### src/rtl/intersection_light_controller.sv
// -----------------------------------------------------------------------------
// intersection_light_controller
//
// Two-road intersection signal controller. The main road rests on green; the
// side road is served only when a vehicle sensor or pedestrian button request
// is pending. Every change of right-of-way passes through yellow and an
// all-red clearance. Emergency pre-emption favours the main road.
//
// Ports:
//   clk        in   rising-edge clock
//   rst_n      in   synchronous active-low reset
//   side_req   in   side-road vehicle sensor (level or pulse)
//   ped_req    in   pedestrian crossing button (level or pulse)
//   emerg      in   emergency pre-emption, main-road priority (level)
//   main_light out  {R,Y,G} main road head, registered
//   side_light out  {R,Y,G} side road head, registered
//   ped_walk   out  walk indication for crossing the main road, registered
//   state_o    out  current state encoding (debug / checker visibility)
//   phase_done out  high in the first cycle of each new state
//
// State encoding: MAIN_G=0 MAIN_Y=1 ALL_R1=2 SIDE_G=3 SIDE_Y=4 ALL_R2=5.
// Codes 6/7 are illegal and fall back to ALL_R2 on the next edge.
// -----------------------------------------------------------------------------
module intersection_light_controller #(
  parameter int TIMER_W  = 6,
  parameter int MAIN_MIN = 8,
  parameter int MAIN_Y   = 3,
  parameter int CLR      = 2,
  parameter int SIDE_G   = 6,
  parameter int SIDE_Y   = 3
) (
  input  logic       clk,
  input  logic       rst_n,
  input  logic       side_req,
  input  logic       ped_req,
  input  logic       emerg,
  output logic [2:0] main_light,
  output logic [2:0] side_light,
  output logic       ped_walk,
  output logic [2:0] state_o,
  output logic       phase_done
);

  localparam logic [2:0] S_MAIN_G = 3'd0;
  localparam logic [2:0] S_MAIN_Y = 3'd1;
  localparam logic [2:0] S_ALL_R1 = 3'd2;
  localparam logic [2:0] S_SIDE_G = 3'd3;
  localparam logic [2:0] S_SIDE_Y = 3'd4;
  localparam logic [2:0] S_ALL_R2 = 3'd5;

  localparam logic [2:0] L_RED = 3'b100;
  localparam logic [2:0] L_YEL = 3'b010;
  localparam logic [2:0] L_GRN = 3'b001;

  // Last timer value of each phase: a phase of D cycles exits at timer == D-1.
  localparam logic [TIMER_W-1:0] MAIN_MIN_LAST = TIMER_W'(MAIN_MIN - 1);
  localparam logic [TIMER_W-1:0] MAIN_Y_LAST   = TIMER_W'(MAIN_Y - 1);
  localparam logic [TIMER_W-1:0] CLR_LAST      = TIMER_W'(CLR - 1);
  localparam logic [TIMER_W-1:0] SIDE_G_LAST   = TIMER_W'(SIDE_G - 1);
  localparam logic [TIMER_W-1:0] SIDE_Y_LAST   = TIMER_W'(SIDE_Y - 1);

  logic [2:0]         state_q, state_d;
  logic [TIMER_W-1:0] timer_q, timer_d;
  logic               side_pend_q, side_pend_d;
  logic               ped_pend_q, ped_pend_d;
  logic [2:0]         main_light_q, main_light_d;
  logic [2:0]         side_light_q, side_light_d;
  logic               ped_walk_q, ped_walk_d;
  logic               phase_done_q, phase_done_d;
  logic               enter_side;

  // State register (and all registered outputs, so lights track state_o).
  always_ff @(posedge clk) begin
    if (!rst_n) begin
      state_q      <= S_ALL_R2;
      timer_q      <= '0;
      side_pend_q  <= 1'b0;
      ped_pend_q   <= 1'b0;
      main_light_q <= L_RED;
      side_light_q <= L_RED;
      ped_walk_q   <= 1'b0;
      phase_done_q <= 1'b0;
    end else begin
      state_q      <= state_d;
      timer_q      <= timer_d;
      side_pend_q  <= side_pend_d;
      ped_pend_q   <= ped_pend_d;
      main_light_q <= main_light_d;
      side_light_q <= side_light_d;
      ped_walk_q   <= ped_walk_d;
      phase_done_q <= phase_done_d;
    end
  end

  // Next-state, timer and request latches.
  always_comb begin
    state_d = state_q;
    case (state_q)
      S_MAIN_G: if ((timer_q >= MAIN_MIN_LAST) && (side_pend_q || ped_pend_q) && !emerg)
                  state_d = S_MAIN_Y;
      S_MAIN_Y: if (timer_q == MAIN_Y_LAST) state_d = S_ALL_R1;
      // Emergency at the end of clearance returns right-of-way to the main road.
      S_ALL_R1: if (timer_q == CLR_LAST) state_d = emerg ? S_MAIN_G : S_SIDE_G;
      S_SIDE_G: if (emerg || (timer_q == SIDE_G_LAST)) state_d = S_SIDE_Y;
      S_SIDE_Y: if (timer_q == SIDE_Y_LAST) state_d = S_ALL_R2;
      S_ALL_R2: if (timer_q == CLR_LAST) state_d = S_MAIN_G;
      default:  state_d = S_ALL_R2;
    endcase

    // Fixed phases exit at D-1, so only MAIN_G can sit long enough to wrap.
    if (state_d != state_q)
      timer_d = '0;
    else if ((state_q == S_MAIN_G) && (timer_q >= MAIN_MIN_LAST))
      timer_d = MAIN_MIN_LAST;
    else
      timer_d = timer_q + TIMER_W'(1);

    // A request seen on the entry edge survives the clear (set wins).
    enter_side  = (state_d == S_SIDE_G) && (state_q != S_SIDE_G);
    side_pend_d = side_req | (side_pend_q & ~enter_side);
    ped_pend_d  = ped_req  | (ped_pend_q  & ~enter_side);
  end

  // Output decode from the next state, registered on the same edge.
  always_comb begin
    main_light_d = L_RED;
    side_light_d = L_RED;
    case (state_d)
      S_MAIN_G: main_light_d = L_GRN;
      S_MAIN_Y: main_light_d = L_YEL;
      S_SIDE_G: side_light_d = L_GRN;
      S_SIDE_Y: side_light_d = L_YEL;
      default:  ;
    endcase

    // Walk is captured from the pending flag at SIDE_G entry and held there.
    if (state_d != S_SIDE_G)
      ped_walk_d = 1'b0;
    else if (state_q == S_SIDE_G)
      ped_walk_d = ped_walk_q;
    else
      ped_walk_d = ped_pend_q;

    phase_done_d = (state_d != state_q);
  end

  assign main_light = main_light_q;
  assign side_light = side_light_q;
  assign ped_walk   = ped_walk_q;
  assign state_o    = state_q;
  assign phase_done = phase_done_q;

endmodule

### config.mk
export PLATFORM = sky130hd
export DESIGN_NAME = intersection_light_controller
export DESIGN_NICKNAME = d
export VERILOG_FILES = /design/src/rtl/intersection_light_controller.sv
export SDC_FILE = /design/constraint.sdc
export NUM_CORES = 1
export LEC_CHECK = 0
export CAP_MARGIN = 20
export CORE_UTILIZATION = 43
export DETAILED_ROUTE_END_ITERATION = 8
export PLACE_DENSITY = 0.66
export SYNTH_ARGS = -nofsm -noshare
export SYNTH_HDL_FRONTEND = slang
export SYNTH_SLANG_ARGS = --single-unit
### constraint.sdc
create_clock -name clk -period 2.87 [get_ports clk]
set_input_delay 0.7175 -clock clk [delete_from_list [all_inputs] [get_ports clk]]
set_output_delay 0.7175 -clock clk [all_outputs]
set_load 0.02 [all_outputs]
==> metrics.txt, run 1 <==
Hold WS between 0.5 and 0.6 ns; Psw 0.466 mW; Routed Antenna Nets 0; iteration-0 DRC count of the detailed router 26; Mapped Area 991 µm²; CP max FO 13; FP Rows 17; Gate power share between 50 and 60%; # resized after CTS 0; WP buf/inv 1; syn avg cell area about 9 µm²; worst min-delay path category register to register; internal power approximately 0.66 mW; Clk pwr share approximately an eighth; Max Clock Freq roughly 430 MHz; final hold violations 0; endpoint class of the critical path output port; initial antenna violation count 0; status finished, final reports clean; kind of critical path register to output port; effective utilization at floorplan a little under half; shortest period the worst path allows about 2.3 ns; Sw Ratio 41.4%; Critical-path top delay cell clkdlybuf4s50_1; total congestion overflow 0; # setup viols final 0; # Post-CTS Setup Buffers 0; cts hold-fix bufs 0; DPL Wire Length between 1.5 and 2 mm; Tcrit/Tclk final between 80% and 90%; cell family with most CP delay buffers and inverters; sequential fraction of the synthesis area about two fifths; WL/cell approximately 13 µm; syn_nets about 120; max-slew violation count 0; clock-pin slew on the worst setup and hold paths ~0.11 ns; Die Wd around 50 µm; Post-Synthesis Cells 108; DIE AREA about 0.0025 mm²; Critical Path RT 2.15 ns; final std cells w/o fill ~150; Arrival @ worst endpoint roughly 1.6 ns; P_leak between 0.4 and 0.5 nW; number of max-cap violations 0; crit path cell chain clkdlybuf4s50_1; height of the die around 50 µm; setup_tns 0 ns; Vias/cell about 5.6; Power Dens Cells ~940 mW/mm²; PortBufs 15; critical path startpoint category register; share of cells above drive strength 1 approximately 12%; first-pass GRT wire length 3.59 mm; RSZ-0062 raised after global routing no; Syn. warnings 0; clk root buf clkbuf_4; Peak VDD IR between 400 and 500 µV; TritonCTS Buffers 3; Least-Margin Pin Slew slightly above 0.6 ns; Skew-Pair Late Insertion Delay 0.30 ns; Ports 16; Post-Place Cells roughly 150; Slew HR approximately three fifths; Yosys reg bits 19; Tot GR Track Use 19.2%; largest net degree at the start of global routing 16; vias in the first global route ~770; critical path's largest stage delay about 0.7 ns; diode count 0; CTS tree done; Layout area overhead 20.7%; post-layout net count approximately 130; aggregate routed wire length between 2 and 2.5 mm; Worst Clk Skew between 0.005 and 0.006 ns; first drt pass iteration count 4; core area between 0.002 and 0.0025 mm²; CTS sink cnt 19; R2R setup slack 0.70 ns; Seq pwr share between 30 and 40%; Placer Congestion 0.864; H-tree Lvls 1; routed vias between 800 and 900; Synth cell types 38; final core occ around 55%; Bufs on Longest Clock Path 2; detailed-route DRC error count 0
[cell type report]
type                       instances  area (µm²)
clock buffer                       3        22.5
clock inverter                     1        5.00
fill                             206         995
sequential                        19         380
tap                               28        35.0
timing repair buffer              16         158
multi-input combinational         79         573
inverter                           6        22.5
[cells in the mapped netlist, drive strengths merged]
| library cell | number | area [µm²] |
|---|---|---|
| a211o | 1 | 8.76 |
| xor2 | 1 | 8.76 |
| clkinv | 1 | 3.75 |
| nor3 | 5 | 25.0 |
| o2111ai | 1 | 8.76 |
| a21oi | 6 | 30.0 |
| o221ai | 1 | 8.76 |
| xnor2 | 2 | 17.5 |
| or3 | 2 | 12.5 |
| nand2 | 6 | 22.5 |
| nor3b | 1 | 7.51 |
| a211oi | 5 | 50.1 |
| inv | 5 | 18.8 |
| a2111oi | 2 | 37.5 |
| nor4 | 1 | 6.26 |
| and2 | 3 | 18.8 |
| dfxtp | 19 | 380 |
| mux2i | 1 | 10.0 |
| and3 | 2 | 12.5 |
| clkbuf | 4 | 15.0 |
| o221a | 1 | 20.0 |
| a31o | 3 | 26.3 |
| o21ai | 5 | 28.8 |
| nor4b | 2 | 38.8 |
| or4b | 1 | 13.8 |
| nor2 | 10 | 37.5 |
| nor2b | 3 | 18.8 |
| o31a | 1 | 8.76 |
| nand2b | 2 | 12.5 |
| nand3 | 6 | 30.0 |
| ha | 3 | 37.5 |
| a31oi | 1 | 6.26 |
| o41ai | 1 | 8.76 |
[metal layers]
metal  vias up  part of all wire [%]  global-route usage, %  wire [µm]
met5         -                     0                      0          0
met4         0                   1.1                   7.14         23
met3         4                   3.1                   2.78         63
met2        18                    50                   31.3       1010
met1       401                    46                   25.0        929
li1        428                     -                      -          -
[sequential cells by signal, summed over array words and instances, names as in the netlist]
register,cells
main_light,3
ped_pend_q,1
ped_walk,1
phase_done,1
side_light,3
side_pend_q,1
state_o,3
timer_q,6
[placed cells by master, fill, tap and decap left out, drive strengths merged, types with 2 or more instances in the layout]
master         count
a211oi             5
or3                2
clkdlybuf4s50     15
nand2b             2
nor2b              3
a2111oi            2
xnor2              2
ha                 3
a31o               3
and2               3
nor3               5
and3               2
nand3              6
o21ai              5
dfxtp             19
clkbuf             3
inv                5
a21oi              6
clkinv             2
nor2              10
nand2              6
nor4b              2
[metrics by stage]
step	setup WS [ns]	cell area [µm²]	total power, mW
4_1_cts	0.521	1200	1.13
2_1_floorplan	0.890	991	0.811
3_3_place_gp	0.445	1170	0.999
3_5_place_dp	0.425	1170	0.997
6_report	0.526	1200	1.12
5_1_grt	0.420	1200	1.22
[cells by family (layout without fill, tap and decap cells)]
family                     after synthesis  after routing  share of synthesized area (%)
adders and majority gates                3              3                           3.79
and+or+nand+nor                         44             44                           25.9
buffers and inverters                   10             26                           3.79
DFF                                     19             19                           38.4
muxes                                    1              1                           1.01
xor gates and xnor gates                 3              3                           2.65
AOI/OAI and AO/OA                       28             28                           24.5
[power groups by stage]
stage,Clock [mW],Combinational [mW],Sequential (mW)
final,0.136,0.607,0.382
after detailed placement,0,0.608,0.389
after global routing,0.150,0.677,0.393
after CTS,0.138,0.611,0.382
after global placement,0,0.612,0.387
after floorplan,0,0.374,0.438
[worst paths after layout]
kind | to | from | cells past startpoint
setup reg to reg | timer_q[3] | timer_q[0] | 6
hold reg to reg | side_pend_q | side_pend_q | 2
setup / recovery | state_o[1] | state_o[1] | 1
hold / removal | side_pend_q | side_pend_q | 2
Note: power is estimated with default switching activity, not from simulation.
==> inputs of run 2 (changes only) <==
- clock period: 2.87 -> 2.4 ns (I/O delays scaled with it)
==> metrics.txt, run 2 (synthesis results as in run 1) <==
status finished, final reports clean; CTS tree done; most frequent cells in the layout dfxtp_1, clkdlybuf4s50_1, nor2_1; RSZ-0062 raised after global routing no; aggregate routed wire length 2.22 mm; CP max FO 6; worst min-delay path category register to register; Post-Place Cells 154; Worst Clk Skew 0.00433 ns; Placer Congestion around 0.91; first-pass GRT wire length 3.66 mm; # setup viols final 0; Fill cells approximately 200; P_leak roughly 0.48 nW; DIE AREA between 0.002 and 0.003 mm²; clk root buf clkbuf_4; area of the multi-input gates roughly 580 µm²; Largest register FFs 6; effective utilization at floorplan around 45%; endpoint class of the critical path register; register area approximately 380 µm²; Sw Ratio approximately 41%; Bufs on Longest Clock Path 2; Largest Register timer_q; Ports 16; Arrival @ worst endpoint 2.38 ns; Critical Path RT ~2.6 ns; setup_tns 0 ns; clock-pin slew on the worst setup and hold paths roughly 0.11 ns; H-tree Lvls 1; iteration-0 DRC count of the detailed router 27; vias in the first global route between 700 and 800; detailed-route DRC error count 0; first drt pass iteration count 6; Peak VDD IR about 680 µV; CTS sink cnt 19; Gate power share about 57%; number of max-cap violations 0; WL/cell 14.0 µm; Seq pwr share between 30% and 40%; total congestion overflow 0; PortBufs 15; FP Rows 17; Tot GR Track Use between 10% and 20%; final hold violations 0; post-layout net count 139; internal power roughly 0.8 mW; Max Clock Freq approximately 460 MHz; Hold WS between 0.5 and 0.6 ns; TritonCTS Buffers 3; Final Cell Area 0.00124 mm²; kind of critical path register to register; diode count 0; Least-Margin Pin Slew about 0.61 ns; critical path startpoint category register; most common cell after layout, fill and taps aside dfxtp_1; Skew-Pair Late Insertion Delay 0.30 ns; largest net degree at the start of global routing 15; Vias/cell a little under 6; Psw between 0.5 and 0.6 mW; Clk pwr share between 10 and 15%; shortest period the worst path allows 2.18 ns; Tcrit/Tclk final 90.6%; Power Dens Cells about 1100 mW/mm²; DPL Wire Length ~1.7 mm; final std cells w/o fill approximately 160; Die Wd 50.0 µm; placed cell area 0.00121 mm²; Layout area overhead 25.6%; max-slew violation count 0; core area approximately 0.0022 mm²; height of the die 50.0 µm; share of cells above drive strength 1 16.2%; routed vias roughly 920; Slew HR 59.1%; Routed Antenna Nets 0; # Post-CTS Setup Buffers 0; initial antenna violation count 0
-- run 2: changes by cell type in the layout (fill, tap and decap cells not counted), sizes merged --
cell / delta
buf: +6
clkbuf: +1
clkinv: -1
-- run 2: critical path: stages, from the launching register on --
cell,delay [ns]
dfxtp_1,0.36
ha_1,0.27
a2111oi_2,0.42
o41ai_1,0.16
a211o_1,0.27
o221a_4,0.29
a2111oi_4,0.30
-- run 2: final cells by class --
class / instances / area share, %
well taps: 28 / 2.81
inverters: 6 / 1.81
multi-input cells: 79 / 46.4
flip-flops and latches: 19 / 30.6
repair buffers: 22 / 16.3
clock buffers: 4 / 2.11
-- run 2: stage by stage --
step	util [%]	total power [mW]	setup WS (ns)
6_report	56.8	1.39	0.225
5_1_grt	56.8	1.48	0.0566
4_1_cts	56.6	1.40	0.138
3_5_place_dp	55.4	1.23	0.119
3_3_place_gp	55.4	1.23	0.153
2_1_floorplan	-	0.970	0.420
-- run 2: worst paths after layout --
check / slack (ns) / cells after the start / start / to
min reg2reg: 0.51 / 2 / side_pend_q / side_pend_q
max reg2reg: 0.22 / 6 / timer_q[0] / timer_q[3]
max: 0.22 / 6 / timer_q[0] / timer_q[3]
min: 0.51 / 2 / side_pend_q / side_pend_q
-- run 2: timing repair --
action / CTS / global route
gates resized for setup: 0 / 1
endpoints found under the setup margin: 0 / 1
hold buffers: 0 / 0
-- run 2: power groups by stage --
stage,Combinational [mW],Clock [mW],Sequential [mW]
floorplan,0.447,0,0.523
global placement,0.781,0,0.446
detailed placement,0.783,0,0.448
CTS,0.786,0.170,0.441
global route,0.851,0.181,0.449
finish,0.791,0.161,0.441
-- run 2: metal layers --
| metal | wire [µm] | GRT usage [%] |
|---|---|---|
| met5 | 0 | 0 |
| met4 | 55 | 10.0 |
| met2 | 1070 | 33.1 |
| met1 | 979 | 24.2 |
| met3 | 118 | 3.70 |
